[src/rtl/thunderbird_pkg.sv]
// Shared mode encoding and lamp-pattern helper for the sequential tail-light controller.
package thunderbird_pkg;

    typedef enum logic [1:0] {
        MODE_IDLE   = 2'b00,
        MODE_LEFT   = 2'b01,
        MODE_RIGHT  = 2'b10,
        MODE_HAZARD = 2'b11
    } mode_e;

    localparam int MAX_LAMPS = 8;
    localparam int PH_MAX_W  = 4;

    // Lamp i is lit when i < phase: the inner `phase` lamps light up.
    function automatic logic [MAX_LAMPS-1:0] fill_mask(input logic [PH_MAX_W-1:0] phase, input int n);
        logic [MAX_LAMPS-1:0] m;
        m = {MAX_LAMPS{1'b0}};
        for (int i = 0; i < MAX_LAMPS; i++) begin
            m[i] = (i < int'(phase)) && (i < n);
        end
        return m;
    endfunction

endpackage

[src/rtl/thunderbird_tick.sv]
// Step prescaler: free-running 0..TICK_DIV-1 counter, clearable, tick on the last count.
module thunderbird_tick #(
    parameter int TICK_DIV = 25_000_000
) (
    input  logic clk,
    input  logic rst,
    input  logic clr,
    output logic tick
);

    localparam int CNT_W = (TICK_DIV > 1) ? $clog2(TICK_DIV) : 1;
    localparam logic [CNT_W-1:0] CNT_MAX  = CNT_W'(TICK_DIV - 1);
    localparam logic [CNT_W-1:0] CNT_ZERO = {CNT_W{1'b0}};

    logic [CNT_W-1:0] cnt_q;
    logic [CNT_W-1:0] cnt_d;

    // Next count: clear wins over wrap and increment.
    always_comb begin
        cnt_d = cnt_q;
        if (clr) begin
            cnt_d = CNT_ZERO;
        end else if (cnt_q == CNT_MAX) begin
            cnt_d = CNT_ZERO;
        end else begin
            cnt_d = cnt_q + CNT_W'(1);
        end
    end

    // Count register.
    always_ff @(posedge clk or posedge rst) begin
        if (rst) begin
            cnt_q <= CNT_ZERO;
        end else begin
            cnt_q <= cnt_d;
        end
    end

    assign tick = (cnt_q == CNT_MAX);

endmodule

[src/rtl/thunderbird_seq_ctrl.sv]
// Sequential tail-light controller: N_LAMPS per side, left/right/hazard modes
// with priority, internal step prescaler and a brake overlay on registered lamps.
module thunderbird_seq_ctrl
    import thunderbird_pkg::*;
#(
    parameter int N_LAMPS  = 3,
    parameter int TICK_DIV = 25_000_000
) (
    input  logic               clk,
    input  logic               rst,
    input  logic               left_req,
    input  logic               right_req,
    input  logic               haz_req,
    input  logic               brake,
    output logic               tick,
    output logic [1:0]         state_o,
    output logic [N_LAMPS-1:0] led_left,
    output logic [N_LAMPS-1:0] led_right
);

    localparam int PH_W = $clog2(N_LAMPS + 1);
    localparam logic [PH_W-1:0]    PH_ZERO = {PH_W{1'b0}};
    localparam logic [PH_W-1:0]    PH_ONE  = PH_W'(1);
    localparam logic [PH_W-1:0]    PH_LAST = PH_W'(N_LAMPS);
    localparam logic [N_LAMPS-1:0] ALL_ON  = {N_LAMPS{1'b1}};
    localparam logic [N_LAMPS-1:0] ALL_OFF = {N_LAMPS{1'b0}};

    mode_e              state_q, state_d, req_s;
    logic [PH_W-1:0]    phase_q, phase_d;
    logic [N_LAMPS-1:0] led_left_q, led_left_d, led_right_q, led_right_d, fill_s;
    logic               clr_s, tick_s;

    thunderbird_tick #(.TICK_DIV(TICK_DIV)) u_tick (
        .clk  (clk),
        .rst  (rst),
        .clr  (clr_s),
        .tick (tick_s)
    );

    // Requested mode; both turn requests together mean hazard.
    always_comb begin
        if (haz_req || (left_req && right_req)) begin
            req_s = MODE_HAZARD;
        end else if (left_req) begin
            req_s = MODE_LEFT;
        end else if (right_req) begin
            req_s = MODE_RIGHT;
        end else begin
            req_s = MODE_IDLE;
        end
    end

    // Mode/phase next state; entry from IDLE restarts the prescaler so step one is full length.
    always_comb begin
        state_d = state_q;
        phase_d = phase_q;
        clr_s   = 1'b0;
        case (state_q)
            MODE_IDLE: begin
                if (req_s != MODE_IDLE) begin
                    state_d = req_s;
                    phase_d = PH_ONE;
                    clr_s   = 1'b1;
                end else begin
                    state_d = MODE_IDLE;
                    phase_d = PH_ZERO;
                end
            end
            default: begin
                if (!tick_s) begin
                    state_d = state_q;
                end else if (req_s == state_q) begin
                    if (state_q == MODE_HAZARD) begin
                        phase_d = (phase_q == PH_ONE) ? PH_ZERO : PH_ONE;
                    end else if (phase_q == PH_LAST) begin
                        phase_d = PH_ZERO;
                    end else begin
                        phase_d = phase_q + PH_ONE;
                    end
                end else if (req_s != MODE_IDLE) begin
                    state_d = req_s;
                    phase_d = PH_ONE;
                end else begin
                    state_d = MODE_IDLE;
                    phase_d = PH_ZERO;
                end
            end
        endcase
    end

    assign fill_s = N_LAMPS'(fill_mask(PH_MAX_W'(phase_d), N_LAMPS));

    // Lamp patterns from the next state so the lamps track the mode register with no extra lag.
    always_comb begin
        led_left_d  = ALL_OFF;
        led_right_d = ALL_OFF;
        case (state_d)
            MODE_IDLE: begin
                led_left_d  = brake ? ALL_ON : ALL_OFF;
                led_right_d = brake ? ALL_ON : ALL_OFF;
            end
            MODE_LEFT: begin
                led_left_d  = fill_s;
                led_right_d = brake ? ALL_ON : ALL_OFF;
            end
            MODE_RIGHT: begin
                led_left_d  = brake ? ALL_ON : ALL_OFF;
                led_right_d = fill_s;
            end
            MODE_HAZARD: begin
                led_left_d  = (phase_d == PH_ONE) ? ALL_ON : ALL_OFF;
                led_right_d = (phase_d == PH_ONE) ? ALL_ON : ALL_OFF;
            end
            default: begin
                led_left_d  = ALL_OFF;
                led_right_d = ALL_OFF;
            end
        endcase
    end

    // State, phase and lamp registers.
    always_ff @(posedge clk or posedge rst) begin
        if (rst) begin
            state_q     <= MODE_IDLE;
            phase_q     <= PH_ZERO;
            led_left_q  <= ALL_OFF;
            led_right_q <= ALL_OFF;
        end else begin
            state_q     <= state_d;
            phase_q     <= phase_d;
            led_left_q  <= led_left_d;
            led_right_q <= led_right_d;
        end
    end

    assign tick      = tick_s;
    assign state_o   = state_q;
    assign led_left  = led_left_q;
    assign led_right = led_right_q;

endmodule

[config.mk]
export PLATFORM = sky130hd
export DESIGN_NAME = thunderbird_seq_ctrl
export DESIGN_NICKNAME = d
export VERILOG_FILES = /design/src/rtl/thunderbird_pkg.sv /design/src/rtl/thunderbird_tick.sv /design/src/rtl/thunderbird_seq_ctrl.sv
export SDC_FILE = /design/constraint.sdc
export NUM_CORES = 1
export LEC_CHECK = 0
export CAP_MARGIN = 15
export CORE_ASPECT_RATIO = 1.25
export CORE_MARGIN = 8
export CORE_UTILIZATION = 45
export DETAILED_ROUTE_END_ITERATION = 10
export MAX_ROUTING_LAYER = met4
export PLACE_DENSITY = 0.67
export SLEW_MARGIN = 5
export SYNTH_ARGS = -nofsm -noshare
export SYNTH_HDL_FRONTEND = slang
export SYNTH_SLANG_ARGS = --single-unit
[constraint.sdc]
create_clock -name clk -period 2.1 [get_ports clk]
set_clock_uncertainty 0.1 [all_clocks]
set_input_delay 0.21 -clock clk [delete_from_list [all_inputs] [get_ports clk]]
set_output_delay 0.21 -clock clk [all_outputs]
set_load 0.03 [all_outputs]
# Word-level counts from Yosys, hierarchy flattened
# Cells that the tools add are included.
totals:
  elab_cells: 48
  ff_bits: 35
  input_bits: 6
  output_inout_bits: 9
op_classes:
  add_sub_neg: 2
  mux: 22
  eq_ne: 9
  n_reduce_logical: 7
  n_lt_le_gt_ge: 3
ops:
  columns: ["op", "n"]
  rows:
  - ["25-bit 2-to-1 mux", 2]
  - ["25-bit by 1-bit adder with 25-bit output (second input constant)", 1]
  - ["25-bit equality test (second input constant)", 1]
  - ["2-bit 2-to-1 mux", 12]
  - ["3-bit case mux with 3 select lines", 2]
  - ["2-bit equality test (second input constant)", 4]
  - ["2-bit by 1-bit equality test with 1-bit output (second input constant)", 3]
  - ["3-bit 2-to-1 mux", 2]
  - ["2-bit zero test", 2]
  - ["1-bit by 2-bit less-than comparator with 1-bit output (first input constant)", 2]
  - ["1-bit 2-to-1 mux", 4]
  - ["2-bit OR reduction", 2]
  - ["2-bit by 1-bit adder with 2-bit output (second input constant)", 1]
  - ["2-bit equality test", 1]
  - ["2-bit less-than comparator (first input constant)", 1]
  - ["2-bit nonzero test", 1]
  - ["1-bit logical AND", 1]
  - ["1-bit logical OR", 1]

# Logic depth before layout (Yosys ltp)
# Gate-level depths: netlist of run 1.
depth:
  depth_word: 11
  ltp_mapped: 9
  mapped_depth_nobuf: 7

# By module
# From an unflattened synthesis of run 1, not the netlist that was laid out.
unflattened:
  hier_cells: 205
  hier_area_um2: 1895.6
modules_own_cells:
  columns: ["mod", "instances", "area_per_inst_um2", "seq_area_each_um2", "cells_each"]
  rows:
  - ["thunderbird_tick", 1, 1296.2, 625.6, 137]
  - ["thunderbird_seq_ctrl", 1, 599.3, 250.2, 68]

# Worst setup path after synthesis of run 1
# No wires, ideal clock.
synth_timing:
  kind: "register to register"
  from: "register state_q[0] (netlist: state_o[0])"
  to: "register led_right_q[0] (netlist: led_right[0])"
  setup_ns: 0.077
  stages_incl_launch_ff: 8
  path_buffers: 1
  arrival_ns: 1.964
  setup_slack_ns: -0.041
  synth_period_minus_slack_ns: 2.141
  t_required_ns: 1.923
  path_cell_list: "dfrtp_1 > buf_2 > nor3b_1 > a21oi_1 > or3_1 > mux2_4 > o21a_1 > a21oi_1"
synth_between:
  elab_chain_len: 8
  elab_cells_between_ends: 19
  cone_classes: "order compare: 1; eq/ne: 6; mux: 9; reduce/logical: 3"
synth_rtl:
  columns: ["element", "line", "source"]
  rows:
  - ["start: declaration", "thunderbird_seq_ctrl.sv:28", "mode_e state_q, state_d, req_s;"]
  - ["start signal: assignment", "thunderbird_seq_ctrl.sv:129", "state_q <= state_d;"]
  - ["2-bit equality test", "thunderbird_seq_ctrl.sv:73", "if (state_q == MODE_HAZARD) begin"]
  - ["2-bit 2-to-1 mux", "thunderbird_seq_ctrl.sv:73", null]
  - ["2-bit 2-to-1 mux", "thunderbird_seq_ctrl.sv:72", "end else if (req_s == state_q) begin"]
  - ["2-bit 2-to-1 mux", "thunderbird_seq_ctrl.sv:70", "if (!tick_s) begin"]
  - ["2-bit 2-to-1 mux", "thunderbird_seq_ctrl.sv:58", "case (state_q)"]
  - ["2-bit by 1-bit equality test with 1-bit output", "thunderbird_seq_ctrl.sv:112", "led_right_d = (phase_d == PH_ONE) ? ALL_ON : ALL_OFF;"]
  - ["3-bit 2-to-1 mux", "thunderbird_seq_ctrl.sv:112", null]
  - ["3-bit case mux with 3 select lines *", "thunderbird_seq_ctrl.sv:97", "case (state_d)"]
  - ["named net led_right_d[0]", "thunderbird_seq_ctrl.sv:30", "logic [N_LAMPS-1:0] led_left_q, led_left_d, led_right_q, led_right_d, fill_s;"]
  - ["end signal: assignment", "thunderbird_seq_ctrl.sv:132", "led_right_q <= led_right_d;"]
  - ["end: declaration", "thunderbird_seq_ctrl.sv:30", null]
# Mark *: on every way through the listed nets, which the timed path passes. The rest lies on a longest branch.

# Final worst setup path of run 1
layout_timing:
  from: "register u_tick.cnt_q[10]"
  to: "register led_left_q[0] (netlist: led_left[0])"
layout_between:
  elab_chain_len: 6
  elab_cells_between_ends: 14
  cone_classes: "order compare: 1; eq/ne: 5; mux: 6; reduce/logical: 2"
layout_rtl:
  columns: ["element", "line", "source"]
  rows:
  - ["start: declaration", "thunderbird_tick.sv:15", "logic [CNT_W-1:0] cnt_q;"]
  - ["start signal: assignment", "thunderbird_tick.sv:35", "cnt_q <= cnt_d;"]
  - ["25-bit equality test *", "thunderbird_tick.sv:39", "assign tick = (cnt_q == CNT_MAX);"]
  - ["2-bit 2-to-1 mux", "thunderbird_seq_ctrl.sv:70", null]
  - ["2-bit 2-to-1 mux", "thunderbird_seq_ctrl.sv:58", null]
  - ["2-bit by 1-bit equality test with 1-bit output (tied with other cells)", "thunderbird_seq_ctrl.sv:111", "led_left_d = (phase_d == PH_ONE) ? ALL_ON : ALL_OFF;"]
  - ["3-bit 2-to-1 mux / 2-bit OR reduction (equally long branches)", null, null]
  - ["3-bit case mux with 3 select lines *", "thunderbird_seq_ctrl.sv:97", null]
  - ["named net led_left_d[0]", "thunderbird_seq_ctrl.sv:30", null]
  - ["end signal: assignment", "thunderbird_seq_ctrl.sv:131", "led_left_q <= led_left_d;"]
  - ["end: declaration", "thunderbird_seq_ctrl.sv:30", null]
# Marks and branches as above.

==> flow_metrics.py, run 1 <==
metrics = {
    "final_layout": {
        "most_frequent_cells_in_the_layout": "34 x sky130_fd_sc_hd__dfrtp_1, 31 x sky130_fd_sc_hd__nor2_1, 26 x sky130_fd_sc_hd__buf_4",
        "antenna_cells_inserted": 0,
        "layout-drive-gt1-share_pct": 23.7,
        "nets": 240,
        "flow.area_growth_from_synthesis_pct": 31.3,
        "filler_cell_count": 367,
        "postLayoutCoreUtil_pct": 59.8,
        "layout_commonest_cell": "sky130_fd_sc_hd__dfrtp_1",
    },
    "setup_path": {
        "cp.buffers_inverters": 0,
        "timing.critical_path.from": "u_tick.cnt_q[10]$_DFF_PP0_",
        "regToRegSetupSlack_ns": 0.03,
        "critical_path.endpoint_type": "flip-flop",
        "worst-path-max-fanout": 8,
        "timing_worst_setup_path_type": "reg -> reg",
        "crit-reg2reg-launch": "u_tick.cnt_q[10]$_DFF_PP0_",
        "crit_path_cell_trace": "nor4b_4 -> nand4_1 -> or2_4 -> mux2_4 -> o21a_1 -> a21oi_2",
        "cp_num_cells": 6,
        "required_time_of_the_critical_path_ns": 2.21,
        "cp.arrival_ns": 2.18,
        "reg2reg_to": "led_left[0]$_DFF_PP0_",
        "critical_path.top_delay_family": "simple AND/OR/NAND/NOR gates",
        "slowest_stage_cell_on_the_critical_path": "sky130_fd_sc_hd__dfrtp_1",
        "crit_end": "led_left[0]$_DFF_PP0_",
        "r2r_depth": 6,
        "worst_path_largest_cell_delay_ns": 0.41,
        "timing.critical_path.from_type": "flip-flop",
    },
    "grt": {
        "number_of_global_route_vias_before_repair": 1558,
        "grt-ovfl-total": 0,
        "grt_antenna_before_repair": 0,
        "global_route.peak_usage_layer": "met2",
        "globalRouteMet3Util_pct": 3.80,
        "grt.met1_usage_pct": 14.8,
        "met2_routing_resource_usage_after_global_routing_pct": 25.0,
        "overall_global_routing_resource_usage_pct": 14.2,
        "grt_max_degree": 26,
        "wire_length_of_the_first_global_routing_pass_mm": 6.94,
    },
    "timing": {
        "rsz0062_at_grt": "yes",
        "period_needed_ns": 2.07,
        "maxSlewViolCount": 0,
        "finalSetupViolations": 0,
        "worst_slew_pin_slew_ns": 0.453,
        "achievable-frequency_mhz": 484,
        "final_hold_viol_count": 0,
        "max-slew-margin-rel_pct": 69.8,
        "final_min_period_over_clock_period_pct": 98.5,
    },
    "cts": {
        "numCtsBuffers": 5,
        "tritoncts": "built",
        "cts_max_path_buffers": 2,
        "clk_root_buffer_cell": "sky130_fd_sc_hd__clkbuf_8",
        "clk_latency_ns": 0.28,
        "tritoncts_num_sinks": 35,
        "cts.reportedPaths.clkPinSlew_ns": 0.08,
        "cts-htree-levels": 2,
    },
    "logic_synthesis": {
        "synth_area_um2": 1810,
        "syn_avg_cell_area_um2": 9.57,
        "synth.lib_cells_used.distinct": 37,
        "synthDominantCellAreaShare_pct": 48.4,
        "synth_ff_type": "sky130_fd_sc_hd__dfrtp_1",
        "seq_area_frac_synth_pct": 48.4,
        "yosys_register_bits": 35,
        "post_synth_edffs": 0,
        "synth_area_leaders": "sky130_fd_sc_hd__dfrtp_1 48%, sky130_fd_sc_hd__xor2_1 6.8%, sky130_fd_sc_hd__nor2_1 6.4%",
        "synth_top_area_cell": "sky130_fd_sc_hd__dfrtp_1",
        "netlist_instances": 189,
        "synth.net_count": 198,
        "synth_warnings": 0,
        "synth_async_sr_flop_share_pct": 100,
    },
    "power_and_ir_drop": {
        "max_vdd_drop_v": 0.000434,
        "report.power.total_mw": 1.23,
        "cellLeakagePower_nw": 1.12,
        "power_density_nw_per_um2": 517,
    },
    "die": {
        "boundaryPins": 15,
        "die_area_um2": 6320,
        "initial_utilization_pct": 45.6,
        "rows": 26,
        "die_h_um": 86.9,
        "placeableCoreArea_um2": 3970,
        "die_x_um": 72.7,
    },
    "routing": {
        "dr_total_vias": 1465,
        "detail_route.iter0.violations": 87,
        "via_per_inst": 5.09,
        "drt-wirelength-per-cell_um": 14.0,
        "ant_nets": 0,
        "finalWirelength_mm": 4.04,
        "drc": 0,
        "detailedRoute.firstPassIterationCount": 4,
    },
    "hold_path": {
        "hold_class": "in -> async",
    },
    "flow_run": {
        "max-cap-violations": 0,
    },
    "status": {
        "status": "complete, no violations",
    },
    "placement": {
        "gp_congestion": 0.853,
        "post_detail_place_hpwl_mm": 2.94,
        "io_buf_count": 14,
    },
}
==> through the flow <==
step	worst slack, ns	cells	TNS (ns)	area [µm²]	hold slack, ns
final	0.0321	288	0	2370	0.135
after global routing	-0.0565	288	-0.254	2370	0.188
after CTS	0.0103	287	0	2330	0.129
after detailed placement	-0.170	277	-0.851	2190	0.422
after global placement	-0.0975	277	-0.483	2190	0.413
after floorplan	0.00270	189	0	1810	0.264
==> report_power, final <==
group	internal, mW	switching, mW	total (mW)
Clock	0.237	0.254	0.491
Combinational	0.0254	0.0346	0.0600
Sequential	0.676	0.000996	0.677
==> cell type report <==
cell class                      count  area, µm²  area share (%)
Clock buffer                        5       68.8            2.90
Clock inverter                      3       25.0            1.05
Inverter                            8       30.0            1.26
Multi-Input combinational cell    139        936            39.4
Sequential cell                    35        877            36.9
Tap cell                           56       70.1            2.95
Timing Repair Buffer               42        368            15.5
==> flip-flops by register name, indices dropped and copies added (netlist names) <==
signal        cells
state_o           2
u_tick.cnt_q     25
led_right         3
led_left          3
phase_q           2
==> worst min-delay path by stage <==
stage,start,endpoint,slack [ns]
finish,rst,led_left[0]$_DFF_PP0_,0.14
global placement,u_tick.cnt_q[13]$_DFF_PP0_,u_tick.cnt_q[13]$_DFF_PP0_,0.41
floorplan,rst,led_left[0]$_DFF_PP0_,0.26
CTS,rst,led_left[0]$_DFF_PP0_,0.13
global route,rst,led_right[0]$_DFF_PP0_,0.19
detailed placement,u_tick.cnt_q[13]$_DFF_PP0_,u_tick.cnt_q[13]$_DFF_PP0_,0.42
==> routing by layer <==
| metal | wire [µm] | part of all wire, % |
|---|---|---|
| met5 | 0 | 0 |
| met4 | 25 | 0.62 |
| met3 | 152 | 3.8 |
| met1 | 1660 | 41 |
| met2 | 2200 | 54 |
==> cell families (layout without fill, tap and decap cells) <==
| family | after synthesis | after routing | synth area share, % |
|---|---|---|---|
| buf+inv | 15 | 58 | 3.25 |
| fa+ha+maj | 3 | 3 | 2.07 |
| xor+xnor | 23 | 23 | 11.1 |
| mux | 1 | 1 | 0.830 |
| compound gates | 26 | 26 | 9.20 |
| flops | 35 | 35 | 48.4 |
| simple gates | 86 | 86 | 25.1 |
==> repair_timing <==
| action | CTS | global route |
|---|---|---|
| pin swaps | 4 | 10 |
| endpoints found under the hold margin | 0 | 0 |
| resized for setup | 7 | 9 |
| endpoints found under the setup margin | 8 | 8 |
| setup buffers | 2 | 1 |
| hold buffers | 0 | 0 |
==> cell usage after synthesis, types with 2 or more instances <==
| library cell | n |
|---|---|
| sky130_fd_sc_hd__and3_1 | 8 |
| sky130_fd_sc_hd__and2_1 | 5 |
| sky130_fd_sc_hd__nand3_1 | 13 |
| sky130_fd_sc_hd__a211oi_1 | 2 |
| sky130_fd_sc_hd__xor2_1 | 14 |
| sky130_fd_sc_hd__inv_1 | 8 |
| sky130_fd_sc_hd__nor3_1 | 2 |
| sky130_fd_sc_hd__or3_1 | 4 |
| sky130_fd_sc_hd__a21oi_1 | 8 |
| sky130_fd_sc_hd__o22ai_1 | 3 |
| sky130_fd_sc_hd__nor2_1 | 31 |
| sky130_fd_sc_hd__o21ai_0 | 4 |
| sky130_fd_sc_hd__dfrtp_1 | 35 |
| sky130_fd_sc_hd__ha_1 | 3 |
| sky130_fd_sc_hd__nor4b_2 | 2 |
| sky130_fd_sc_hd__clkbuf_1 | 5 |
| sky130_fd_sc_hd__nand4_1 | 5 |
| sky130_fd_sc_hd__o21a_1 | 3 |
| sky130_fd_sc_hd__xnor2_1 | 9 |
| sky130_fd_sc_hd__nand2_1 | 8 |
==> worst reg2reg max path, stage by stage, from the launching register on <==
cell                      delay, ns
sky130_fd_sc_hd__dfrtp_1       0.41
sky130_fd_sc_hd__nor4b_4       0.31
sky130_fd_sc_hd__nand4_1       0.17
sky130_fd_sc_hd__or2_4         0.31
sky130_fd_sc_hd__mux2_4        0.36
sky130_fd_sc_hd__o21a_1        0.22
sky130_fd_sc_hd__a21oi_2       0.13
Power figures use the tool's default switching activity.
==> run 2, diff against run 1 <==
--- a/config.mk
+++ b/config.mk
@@ -12,7 +12,7 @@
 export DETAILED_ROUTE_END_ITERATION = 10
 export MAX_ROUTING_LAYER = met4
 export PLACE_DENSITY = 0.67
-export SLEW_MARGIN = 5
+export REMOVE_ABC_BUFFERS = 1
 export SYNTH_ARGS = -nofsm -noshare
 export SYNTH_HDL_FRONTEND = slang
 export SYNTH_SLANG_ARGS = --single-unit
==> flow_metrics.py, run 2 (synthesis gave the netlist of run 1 again) <==
metrics = {
    "timing": {
        "max-slew-margin-rel_pct": 70.7,
        "worst_slew_pin_slew_ns": 0.440,
        "tns_ns": 0,
        "rsz0062_at_grt": "yes",
        "maxSlewViolCount": 0,
        "achievable-frequency_mhz": 487,
        "period_needed_ns": 2.05,
        "finalSetupViolations": 0,
        "final_min_period_over_clock_period_pct": 97.8,
        "final_hold_viol_count": 0,
    },
    "die": {
        "die_area_um2": 6320,
        "boundaryPins": 15,
        "rows": 26,
        "initial_utilization_pct": 45.6,
        "die_x_um": 72.7,
        "die_h_um": 86.9,
        "placeableCoreArea_um2": 3970,
    },
    "setup_path": {
        "regToRegSetupSlack_ns": 0.06,
        "required_time_of_the_critical_path_ns": 1.79,
        "timing.critical_path.from_type": "flip-flop",
        "cp.arrival_ns": 1.74,
        "timing_worst_setup_path_type": "reg -> out",
        "worst-path-max-fanout": 5,
        "critical_path.endpoint_type": "output pin",
    },
    "final_layout": {
        "largest-register": "u_tick.cnt_q",
        "largest_reg_flops": 25,
        "most_frequent_cells_in_the_layout": "35 x sky130_fd_sc_hd__dfrtp_1, 31 x sky130_fd_sc_hd__nor2_1, 22 x sky130_fd_sc_hd__buf_4",
        "antenna_cells_inserted": 0,
        "regArea_um2": 876,
        "layout-drive-gt1-share_pct": 20.6,
        "multi_input_comb_area_um2": 918,
        "flow.area_growth_from_synthesis_pct": 28.9,
        "postLayoutCoreUtil_pct": 58.8,
        "stdcell_count": 284,
        "nets": 236,
        "final_cell_area_um2": 2330,
        "layout_commonest_cell": "sky130_fd_sc_hd__dfrtp_1",
        "filler_cell_count": 372,
    },
    "routing": {
        "detailedRoute.firstPassIterationCount": 4,
        "drc": 0,
        "ant_nets": 0,
        "via_per_inst": 5.08,
        "detail_route.iter0.violations": 71,
        "finalWirelength_mm": 3.74,
        "drt-wirelength-per-cell_um": 13.2,
        "dr_total_vias": 1442,
    },
    "grt": {
        "grt_antenna_before_repair": 0,
        "grt-ovfl-total": 0,
        "number_of_global_route_vias_before_repair": 1454,
        "overall_global_routing_resource_usage_pct": 13.9,
        "wire_length_of_the_first_global_routing_pass_mm": 6.56,
        "grt_max_degree": 36,
    },
    "placement": {
        "io_buf_count": 14,
        "post_detail_place_hpwl_mm": 2.62,
        "placed_instance_count": 270,
        "gp_congestion": 0.842,
        "place_area_um2": 2140,
    },
    "cts": {
        "numCtsBuffers": 5,
        "cts_max_path_buffers": 2,
        "post_cts_hold_buffer_count": 0,
        "clk_root_buffer_cell": "sky130_fd_sc_hd__clkbuf_8",
        "cts-htree-levels": 2,
        "cts.reportedPaths.clkPinSlew_ns": 0.07,
        "tritoncts_num_sinks": 35,
        "tritoncts": "built",
        "clk_latency_ns": 0.28,
    },
    "power_and_ir_drop": {
        "power_density_nw_per_um2": 542,
        "max_vdd_drop_v": 0.000298,
        "cellLeakagePower_nw": 1.11,
    },
    "flow_run": {
        "max-cap-violations": 0,
    },
    "hold_path": {
        "hold_class": "in -> async",
    },
    "status": {
        "status": "complete, no violations",
    },
}
==> run 2: layer usage <==
layer	global-route usage, %	part of all wire (%)	up-vias	wire length, µm
met4	7.12	1.8	0	68
met1	15.2	44	694	1650
met2	21.9	52	20	1940
met5	-	0	-	0
met3	4.61	2.2	6	84
li1	-	-	722	-
==> run 2: stage by stage <==
stage | power (mW) | setup WS (ns) | hold WS, ns
CTS | 1.29 | 0.00367 | 0.227
global route | 1.31 | -0.0733 | 0.261
global placement | 0.746 | -0.0859 | 0.415
finish | 1.26 | 0.0471 | 0.209
floorplan | 0.715 | -0.364 | 0.264
detailed placement | 0.747 | -0.117 | 0.426
==> run 2: cell type report <==
| cell class | count | share of cell area (%) |
|---|---|---|
| multi-input combinational | 139 | 39.4 |
| sequential | 35 | 37.6 |
| timing repair buffer | 38 | 14.5 |
| clock buffer | 8 | 4.29 |
| tap | 56 | 3.00 |
| inverter | 8 | 1.29 |
==> run 2: timing repair <==
action | in CTS | in global routing
hold endpoints to repair | 0 | 0
buffers inserted | 4 | 2
pin swaps | 3 | 8
endpoints found under the setup margin | 3 | 10
resized for setup | 2 | 11
==> run 2: power breakdown <==
part | leakage (nW) | switching (mW) | internal (mW)
Sequential | 0.452 | 0.00107 | 0.677
Clock | 0.0515 | 0.230 | 0.299
Combinational | 0.606 | 0.0318 | 0.0238
Total | 1.11 | 0.263 | 1.00
==> run 2: worst max-delay path, cell delays in order (launching register included) <==
cell                      delay, ns
sky130_fd_sc_hd__dfrtp_1       0.43
sky130_fd_sc_hd__nor4b_2       0.23
sky130_fd_sc_hd__nand4_1       0.20
sky130_fd_sc_hd__or2_4         0.32
sky130_fd_sc_hd__buf_6         0.12
sky130_fd_sc_hd__inv_2         0.04
sky130_fd_sc_hd__buf_6         0.12
==> run 2: final timing paths <==
check,start,to,cells after the start
setup / recovery,u_tick.cnt_q[6]$_DFF_PP0_,tick,6
hold / removal,rst,u_tick.cnt_q[22]$_DFF_PP0_,3
setup reg to reg,u_tick.cnt_q[6]$_DFF_PP0_,led_right[2]$_DFF_PP0_,6
hold reg to reg,u_tick.cnt_q[13]$_DFF_PP0_,u_tick.cnt_q[13]$_DFF_PP0_,2
max in group asynchronous,rst,phase_q[0]$_DFF_PP0_,3
min in group clk,u_tick.cnt_q[13]$_DFF_PP0_,u_tick.cnt_q[13]$_DFF_PP0_,2
